`src/rtl/fetch_pkg.sv`:
```
// fetch_pkg
//   Shared definitions for the instruction-fetch stage: default data width,
//   instruction field positions used by decode, and the {pc, ins} entry
//   layout carried through the fetch queue (default widths).
package fetch_pkg;

    localparam int FETCH_DATA_W = 32;
    localparam int FETCH_DEPTH  = 32;
    localparam int FETCH_PC_W   = $clog2(FETCH_DEPTH);

    // Instruction field positions
    localparam int OPCODE_HI = 31;
    localparam int OPCODE_LO = 25;
    localparam int DST_HI    = 24;
    localparam int DST_LO    = 20;
    localparam int SRC1_HI   = 19;
    localparam int SRC1_LO   = 15;
    localparam int SRC2_HI   = 14;
    localparam int SRC2_LO   = 10;
    localparam int CONST_HI  = 9;
    localparam int CONST_LO  = 0;
    localparam int MOFF_HI   = 14;
    localparam int MOFF_LO   = 0;

    // Queue entry at default widths; pc occupies the upper bits.
    typedef struct packed {
        logic [FETCH_PC_W-1:0]   pc;
        logic [FETCH_DATA_W-1:0] ins;
    } fetch_entry_t;

endpackage

```
`src/rtl/fetch_fifo.sv`:
```
// fetch_fifo
//   QDEPTH-entry synchronous FIFO of {pc, ins} entries.
//   Ports:
//     clk_i    clock (rising edge)
//     rst_i    asynchronous active-high reset (pointers and count)
//     push_i   enqueue din_i this cycle
//     pop_i    dequeue head this cycle
//     flush_i  discard all entries; overrides push/pop
//     din_i    entry to enqueue
//     head_o   entry at the read pointer (meaningful when count_o != 0)
//     count_o  number of occupied entries
//   Handshake: the caller only asserts push_i when not full or when popping
//   in the same cycle, and only asserts pop_i when count_o != 0.
module fetch_fifo #(
    parameter int PC_W   = 5,
    parameter int DATA_W = 32,
    parameter int QDEPTH = 2
) (
    input  logic                       clk_i,
    input  logic                       rst_i,
    input  logic                       push_i,
    input  logic                       pop_i,
    input  logic                       flush_i,
    input  logic [PC_W+DATA_W-1:0]     din_i,
    output logic [PC_W+DATA_W-1:0]     head_o,
    output logic [$clog2(QDEPTH):0]    count_o
);

    localparam int AW = $clog2(QDEPTH);
    localparam int EW = PC_W + DATA_W;

    logic [EW-1:0] store_q [QDEPTH];
    logic [AW-1:0] rd_ptr_q, rd_ptr_d;
    logic [AW-1:0] wr_ptr_q, wr_ptr_d;
    logic [AW:0]   count_q,  count_d;

    always_comb begin
        rd_ptr_d = rd_ptr_q;
        wr_ptr_d = wr_ptr_q;
        count_d  = count_q;
        if (flush_i) begin
            rd_ptr_d = '0;
            wr_ptr_d = '0;
            count_d  = '0;
        end else begin
            // Pointers wrap naturally since QDEPTH is a power of 2.
            if (push_i) wr_ptr_d = wr_ptr_q + AW'(1);
            if (pop_i)  rd_ptr_d = rd_ptr_q + AW'(1);
            if (push_i && !pop_i)      count_d = count_q + (AW+1)'(1);
            else if (pop_i && !push_i) count_d = count_q - (AW+1)'(1);
        end
    end

    always_ff @(posedge clk_i or posedge rst_i) begin
        if (rst_i) begin
            rd_ptr_q <= '0;
            wr_ptr_q <= '0;
            count_q  <= '0;
        end else begin
            rd_ptr_q <= rd_ptr_d;
            wr_ptr_q <= wr_ptr_d;
            count_q  <= count_d;
        end
    end

    // Storage needs no reset: count gates every read of it.
    always_ff @(posedge clk_i) begin
        if (push_i && !flush_i) store_q[wr_ptr_q] <= din_i;
    end

    assign head_o  = store_q[rd_ptr_q];
    assign count_o = count_q;

endmodule

```
`src/rtl/fetch_queue.sv`:
```
// fetch_queue
//   Instruction-fetch stage: PC register, writable instruction memory and a
//   small queue of fetched {PC, instruction} pairs so decode can stall.
//   Ports:
//     clk        clock (rising edge)
//     reset      asynchronous active-high reset
//     jump       redirect: flush queue, PC <= jumpPC (wins over everything)
//     jumpPC     redirect target
//     imem_we    instruction-memory write enable
//     imem_waddr write address
//     imem_wdata write data
//     out_ready  decode accepts the head entry this cycle
//     ins_valid  head entry present
//     insReg     head instruction (0 when empty)
//     insPC      head PC (0 when empty)
//     q_count    occupied queue entries
//   Handshake: the head transfers on a cycle with ins_valid & out_ready & ~jump.
module fetch_queue
    import fetch_pkg::*;
#(
    parameter int DATA_W = FETCH_DATA_W,
    parameter int DEPTH  = FETCH_DEPTH,
    parameter int QDEPTH = 2,
    localparam int PC_W  = $clog2(DEPTH)
) (
    input  logic                       clk,
    input  logic                       reset,
    input  logic                       jump,
    input  logic [PC_W-1:0]            jumpPC,
    input  logic                       imem_we,
    input  logic [PC_W-1:0]            imem_waddr,
    input  logic [DATA_W-1:0]          imem_wdata,
    input  logic                       out_ready,
    output logic                       ins_valid,
    output logic [DATA_W-1:0]          insReg,
    output logic [PC_W-1:0]            insPC,
    output logic [$clog2(QDEPTH):0]    q_count
);

    localparam int CW = $clog2(QDEPTH) + 1;
    localparam logic [CW-1:0] QFULL = CW'(QDEPTH);

    typedef struct packed {
        logic [PC_W-1:0]   pc;
        logic [DATA_W-1:0] ins;
    } entry_t;

    logic [DATA_W-1:0] mem_q [DEPTH];
    logic [PC_W-1:0]   pc_q, pc_d;
    logic              push, pop;
    entry_t            fetch_entry;
    entry_t            head;
    logic [CW-1:0]     count;

    // Combinational read returns pre-write data on a same-cycle write.
    assign fetch_entry.pc  = pc_q;
    assign fetch_entry.ins = mem_q[pc_q];

    assign ins_valid = (count != '0);
    assign pop       = ins_valid && out_ready && !jump;
    assign push      = !jump && ((count != QFULL) || pop);

    always_comb begin
        pc_d = pc_q;
        if (jump)      pc_d = jumpPC;
        else if (push) pc_d = pc_q + PC_W'(1);   // wraps modulo DEPTH
    end

    always_ff @(posedge clk or posedge reset) begin
        if (reset) pc_q <= '0;
        else       pc_q <= pc_d;
    end

    always_ff @(posedge clk) begin
        if (imem_we) mem_q[imem_waddr] <= imem_wdata;
    end

    fetch_fifo #(
        .PC_W   (PC_W),
        .DATA_W (DATA_W),
        .QDEPTH (QDEPTH)
    ) u_fifo (
        .clk_i   (clk),
        .rst_i   (reset),
        .push_i  (push),
        .pop_i   (pop),
        .flush_i (jump),
        .din_i   (fetch_entry),
        .head_o  (head),
        .count_o (count)
    );

    assign insReg  = ins_valid ? head.ins : '0;
    assign insPC   = ins_valid ? head.pc  : '0;
    assign q_count = count;

endmodule

```
`config.mk`:
```
export PLATFORM = sky130hd
export DESIGN_NAME = fetch_queue
export DESIGN_NICKNAME = d
export VERILOG_FILES = /design/src/rtl/fetch_pkg.sv /design/src/rtl/fetch_fifo.sv /design/src/rtl/fetch_queue.sv
export SDC_FILE = /design/constraint.sdc
export NUM_CORES = 1
export LEC_CHECK = 0
export CAP_MARGIN = 20
export CORE_UTILIZATION = 43
export CTS_CLUSTER_DIAMETER = 100
export DETAILED_ROUTE_END_ITERATION = 10
export HOLD_SLACK_MARGIN = 0.12
export PLACE_DENSITY_LB_ADDON = 0.08
export SETUP_SLACK_MARGIN = 0.3
export SYNTH_ARGS = -nofsm -noshare
export SYNTH_HDL_FRONTEND = slang
export SYNTH_SLANG_ARGS = --single-unit
```
`constraint.sdc`:
```
create_clock -name clk -period 9.1 [get_ports clk]
set_clock_uncertainty 0.15 [all_clocks]
set_input_delay 1.82 -clock clk [delete_from_list [all_inputs] [get_ports clk]]
set_output_delay 1.82 -clock clk [all_outputs]
set_load 0.02 [all_outputs]
```
==> results.md, run 1 <==
- Layout Nets: roughly 2200
- Slew Viols, Final: 0
- Hold Startpoint: u_fifo.wr_ptr_q$_DFFE_PP0P_
- Mapped Area: ~43000 µm²
- Fin crit period: 4.66 ns
- Power share of the clock group: 0.386
- Gp weighted congestion: 0.763
- DP Worst Slack: ~4.2 ns
- Slew HR: 0.254
- Pwr Total: around 12 mW
- Initial antenna violation count: 5
- Int Pwr: between 8 and 9 mW
- Detailed Route WL: just over 100000 µm
- Sw power: 2.78 mW
- Setup TNS: 0 ns
- Area growth from synthesis to layout: 15.2%
- First-pass GRT wire length: 147000 µm
- Sink Count: approximately 1100
- Synth Area in Adders: 0.000294
- RSZ-0062 raised after global routing: no
- Hold EP: u_fifo.wr_ptr_q$_DFFE_PP0P_
- Die area: around 100000 µm²
- Class of the worst hold path: flop to flop
- Via count: between 20000 and 25000
- Mapped Nets: 2054
- Vias per Instance: around 5.6
- Sequential area share after synthesis: 0.780
- Hold_ws: 0.451 ns
- Placed Area: 45100 µm²
- Power Density: between 200 and 250 nW/µm²
- CTS clk-pin slew, worst paths: about 0.06 ns
- Yosys cell types: 39
- CP arrival: between 2 and 3 ns
- IO Port Bufs: 86
- Final hold viol count: 0
- Max-Cap Viols: 0
- Reg-to-reg slack, setup: around 5.2 ns
- Number of synthesized register bits: between 1000 and 1500
- Die width: 317 µm
- Slew @ Worst Pin: ~1.1 ns
- Power share of the sequential group: 0.499
- CTS Hold Bufs: 0
- Syn avg cell area: 21.2 µm²
- CTS tree: yes
- Mux cell area share after synthesis: 0.141
- Final setup vio count: 0
- Post-DRT Antenna Nets: 0
- R2r endpoint: u_fifo.store_q[1][9]$_DFFE_PP_
- Congestion Overflow GR: 0
- Synth area leader: edfxtp_1
- Sw Ratio: 0.239
- CTS Root Buffer Type: clkbuf_16
- Starting DRT DRC Count: 1560
- EDFF count, synth: about 1100
- Pleak: between 15 and 20 nW
- Starting Density: 0.433
- Mapped Cells: ~2000
- Post-synthesis xor/xnor area fraction: 0.00144
- Post-CTS Setup Inserts: 0
- Reg2reg path depth: 5
- Gate power share: 0.115
- Max rail drop VDD: between 150 and 200 µV
- WHS Path Cells: 2
- HPWL after detailed placement: about 57000 µm
- # rows: about 120
- Final Cell Area: 49000 µm²
- Reg-to-reg startpoint: pc_q[2]$_DFFE_PP0P_
- CTS max path bufs: 3
- Critical path class: flop to output port
- CP required: between 7 and 8 ns
- Crit path from: u_fifo.count_o[0]$_DFFE_PP0P_
- Layout cell share with drive strength beyond 1: 0.236
- Status: finished clean
- Ys async rst share: 0.00813
- Most common cell after layout, fill and taps aside: edfxtp_1
- Most used flip-flop cell after synthesis: edfxtp_1
- Core footprint: 98300 µm²
- Vias in the first global route: 21100
- I/O pin cnt: between 80 and 90
- DR pass1 iterations: 6
- Largest net degree at the start of global routing: 139
- Fin crit share: 0.512
- Main combinational cell family by area after synthesis: multiplexers
- DR WL/cell: 28.6 µm
- Compound-gate portion of the synthesized area: 0.0430
- Syn. warnings: 0
- Max frequency: 215 MHz
- CTS Buf Count: about 110
- Post-CTS sizing: 0
- GRT Util Overall: 0.206
- Drc violations: 0
- Fraction of the mapped netlist area in simple logic gates: 0.0150
- Post-synth top area share: 0.775
- Critical Path Start Type: flop
- Max FO, Critical Path: 38
- Die height: 317 µm
- Worst setup EP type: output port
- Synth area leaders: edfxtp_1 (77%), mux4_2 (8.4%), mux2i_1 (3.9%)
- Post-route setup slack: 4.44 ns
- Most frequent cells in the layout: edfxtp_1 (1098), mux2i_1 (166), mux4_2 (158)
- CTS H-Tree Depth: 3
- Clk_lat worst skew: about 0.70 ns
==> synth_stat cells (2+ instances only) <==
cell,n
nand2_1,42
inv_1,2
or3b_2,7
nand4_1,2
a22o_1,32
clkbuf_1,39
a22oi_1,32
buf_4,8
xnor2_1,3
mux2i_1,166
mux4_1,2
nand3b_1,5
edfxtp_1,1098
buf_1,3
mux2_2,57
a221o_1,32
mux2_1,7
nand3_1,2
buf_2,51
nor2_1,76
o21ai_0,5
nor2b_1,5
o221a_1,8
buf_6,9
or3_1,2
xor2_1,4
o22ai_1,64
nor3b_1,2
mux4_2,158
dfrtp_1,9
o221a_2,24
a31oi_1,32
buf_12,12
==> critical path: stages, from the launching register on <==
cell             delay, ns
dfrtp_1               0.45
nor2_4                0.73
nor2_1                0.20
clkdlybuf4s50_1       0.61
==> metrics by stage <==
step / instances / utilization
after detailed placement: 3320 / 0.459
after CTS: 3531 / 0.495
final: 3548 / 0.499
after floorplan: 2006 / -
after global placement: 3312 / 0.457
after global routing: 3543 / 0.499
==> worst max path at each step <==
stage / endpoint / slack, ns / cells after the start
after floorplan: u_fifo.store_q[1][0]$_DFFE_PP_ / 3.66 / 2
after global placement: mem_q[19][25]$_DFFE_PP_ / 4.24 / 3
after detailed placement: mem_q[5][10]$_DFFE_PP_ / 4.18 / 3
after CTS: insReg[21] / 4.32 / 3
after global routing: insReg[4] / 4.25 / 3
final: insReg[20] / 4.44 / 3
==> cell type report <==
type	count	area, µm²
sequential	1107	33200
timing repair buffer	162	1770
tap	1287	1610
inverter	2	7.51
clock buffer	138	2960
antenna	5	12.5
fill	7884	49300
clock inverter	73	599
multi-input combinational	774	8850
==> per-layer routing <==
metal | up-vias | track usage | part of all wire
met5 | - | 0 | 0.00013
met4 | 2 | 0.0474 | 0.015
met3 | 97 | 0.0354 | 0.053
met2 | 521 | 0.335 | 0.49
met1 | 10700 | 0.291 | 0.44
li1 | 8744 | - | -
==> cell families after synthesis <==
logic type / after synthesis
adders and majority gates: 1
buffers and inverters: 125
xor gates and xnor gates: 7
AOI/OAI and AO/OA: 230
and+or+nand+nor: 146
DFF: 1107
muxes: 390
==> state kept, by name, summed over array words and instances, names as in the netlist <==
| name | flops |
|---|---|
| u_fifo.wr_ptr_q | 1 |
| u_fifo.count_o | 2 |
| mem_q | 1024 |
| pc_q | 5 |
| u_fifo.rd_ptr_q | 1 |
| u_fifo.store_q | 74 |
==> power by group through the flow <==
stage          logic (mW)  clock network, mW  registers [mW]
4_1_cts              1.35               4.58            5.81
5_1_grt              1.43               4.78            5.81
3_5_place_dp         1.35                  0            5.91
2_1_floorplan       0.857                  0            5.88
3_3_place_gp         1.34                  0            5.91
6_report             1.34               4.48            5.80
Power figures use the tool's default switching activity.
==> run 2: changes to the inputs <==
==> constraint.sdc (replaced) <==
create_clock -name clk -period 4.2 [get_ports clk]
set_clock_uncertainty 0.15 [all_clocks]
set_input_delay 0.84 -clock clk [delete_from_list [all_inputs] [get_ports clk]]
set_output_delay 0.84 -clock clk [all_outputs]
set_load 0.02 [all_outputs]
==> run 2 against run 1 <==
Net effect:
- non-clock buffer count is 23 higher
- clock-buffer cell count is 10 higher
- critical path depth is 1 higher
- largest cell class unchanged
- cell area is 0.19% lower
==> results.md, run 2 (synthesized netlist as in run 1, its figures left out) <==
- Vias in the first global route: 21000 (-0.44%)
- Slew Viols, Final: 0 (unchanged)
- Status: finished clean
- Core footprint: 98300 µm² (unchanged)
- Starting Density: 0.433 (unchanged)
- Met3 Use GR: 0.0441 (+0.00870)
- Class of the worst hold path: primary input to async pin
- I/O pin cnt: 87 (unchanged)
- Worst Setup EP: insReg[4]
- Global route hottest layer: met2
- DR pass1 iterations: 4 (-2)
- Crit path largest cell delay: 0.65 ns (-0.08 ns)
- Gp weighted congestion: 0.763 (unchanged)
- Post-CTS Setup Inserts: 0 (unchanged)
- Max FO, Critical Path: 15 (-61%)
- Detailed Route WL: 103000 µm (+1.2%)
- Via count: 20400 (+1.8%)
- Max-Cap Viols: 0 (unchanged)
- Die height: 317 µm (unchanged)
- CP arrival: 2.58 ns (-0.11 ns)
- CTS Hold Bufs: 0 (unchanged)
- Most frequent cells in the layout: edfxtp_1 (1098), mux2i_1 (166), mux4_2 (158)
- Die area: 100000 µm² (unchanged)
- Area growth from synthesis to layout: 14.9%
- Worst setup EP type: output port
- First-pass GRT wire length: 148000 µm (+0.98%)
- Reg-to-reg startpoint: pc_q[0]$_DFFE_PP0P_
- Clk_lat worst skew: 0.69 ns (about the same)
- Post-DRT Antenna Nets: 0 (unchanged)
- Sink Count: 1107 (unchanged)
- CTS H-Tree Depth: 3 (unchanged)
- Die width: 317 µm (unchanged)
- WP depth: 4 (+1)
- Fin crit period: between 3 and 4 ns
- RSZ-0062 raised after global routing: no
- CTS Buf Count: 115 (+0.88%)
- Vias per Instance: 5.72 (+1.4%)
- Largest net degree at the start of global routing: 104 (-25%)
- Setup TNS: 0 ns (unchanged)
- CTS max path bufs: 3 (unchanged)
- Critical Path Start Type: flop
- CTS tree: yes
- Met1 usage: 0.294 (+0.00274)
- Crit path from: u_fifo.rd_ptr_q$_DFFE_PP0P_
- CTS Root Buffer Type: clkbuf_16
- Starting DRT DRC Count: 1861 (+19%)
- Fin crit share: 0.851
- Slew @ Worst Pin: 1.06 ns (-0.0554 ns)
- Non-Filler Instances: 3565 (+0.48%)
- # rows: 115 (unchanged)
- Final setup vio count: 0 (unchanged)
- Power Density: 511 nW/µm² (+120%)
- Biggest regs: mem_q: 1024 flops, u_fifo.store_q: 74 flops, pc_q: 5 flops
- CP required: 3.21 ns (-3.92 ns)
- Reg-to-reg slack, setup: 1.01 ns (-4.19 ns)
- Met2 Use GR: 0.329 (-0.00605)
- Drc violations: 0 (unchanged)
- Initial antenna violation count: 4 (-1)
- Critical path's slowest cell: dfrtp_2
- R2r endpoint: u_fifo.store_q[0][7]$_DFFE_PP_
- Final hold viol count: 0 (unchanged)
- Post-CTS sizing: 0 (unchanged)
- Max frequency: between 200 and 300 MHz
- DR WL/cell: 28.8 µm (+0.74%)
- Reg2reg path depth: 4 (-1)
- HPWL after detailed placement: 59600 µm (+4.6%)
- Largest Register: mem_q
- Placed Area: 45300 µm² (+0.46%)
- CTS clk-pin slew, worst paths: 0.06 ns (about the same)
- GRT Util Overall: 0.208 (+0.00211)
- Worst path top cell family by delay: buffers and inverters
- Layout cell share with drive strength beyond 1: 0.243 (+0.00704)
- Critical path class: flop to output port
- Max rail drop VDD: 360 µV (+93%)
- Placed Cells incl. Taps: 3351 (+0.93%)
- Utilization after layout: 0.498 (-0.000954)
- Most common cell after layout, fill and taps aside: edfxtp_1
- Final Cell Area: 48900 µm² (-0.19%)
- Layout Nets: 2233 (+1.1%)
- Pleak: 15.5 nW (+0.24%)
- WP buf/inv: 2 (+1)
- Slew HR: 0.291 (+0.0372)
- IO Port Bufs: 86 (unchanged)
- Worst path cell trace: buf_4 > mux2i_1 > nor2_1 > clkdlybuf4s50_1
- Congestion Overflow GR: 0 (unchanged)
- Max reg flops: 1024 (unchanged)
## run 2: how the worst min path moves through the flow
| stage | from | depth (start not counted) | endpoint | slack (ns) |
|---|---|---|---|---|
| floorplan | pc_q[4]$_DFFE_PP0P_ | 0 | u_fifo.store_q[0][36]$_DFFE_PP_ | 0.29 |
| global placement | u_fifo.count_o[0]$_DFFE_PP0P_ | 2 | u_fifo.count_o[0]$_DFFE_PP0P_ | 0.46 |
| detailed placement | u_fifo.wr_ptr_q$_DFFE_PP0P_ | 2 | u_fifo.wr_ptr_q$_DFFE_PP0P_ | 0.49 |
| CTS | reset | 2 | u_fifo.rd_ptr_q$_DFFE_PP0P_ | 0.24 |
| global route | reset | 2 | u_fifo.rd_ptr_q$_DFFE_PP0P_ | 0.30 |
| finish | reset | 2 | pc_q[0]$_DFFE_PP0P_ | 0.28 |
## run 2: layer usage
metal | wire (µm) | part of all wire | vias to the layer above
met5 | 13 | 0.00013 | -
met4 | 1980 | 0.019 | 2
met3 | 6460 | 0.063 | 131
met2 | 48800 | 0.47 | 584
met1 | 45500 | 0.44 | 10900
li1 | - | - | 8764
## run 2: cell type report
type	instances	area, µm²
tap	1287	1610
multi-input combinational	774	8860
timing repair buffer	185	1740
sequential	1107	33200
inverter	2	7.51
clock buffer	148	3110
clock inverter	61	385
antenna	1	2.50
fill	7965	49400
## run 2: power by group
group | leakage (nW) | internal, mW | switching [mW]
clock network | 1.72 | 5.36 | 4.09
registers | 10.0 | 12.5 | 0.119
logic | 3.74 | 1.19 | 1.80
total | 15.5 | 19.0 | 6.01
## run 2: metrics by stage
stage	total power, mW	worst slack, ns	hold WS (ns)
floorplan	14.6	0.776	0.287
global placement	15.8	0.844	0.463
detailed placement	15.8	0.862	0.485
CTS	25.3	0.515	0.243
global route	25.9	0.485	0.303
finish	25.0	0.628	0.283
## run 2: worst register-to-register path: cells and delay by family (launching register included)
kind / cells / cell delay (ns)
buf+inv: 1 / 0.47
flops: 1 / 0.69
simple gates: 1 / 0.88
compound gates: 2 / 0.76
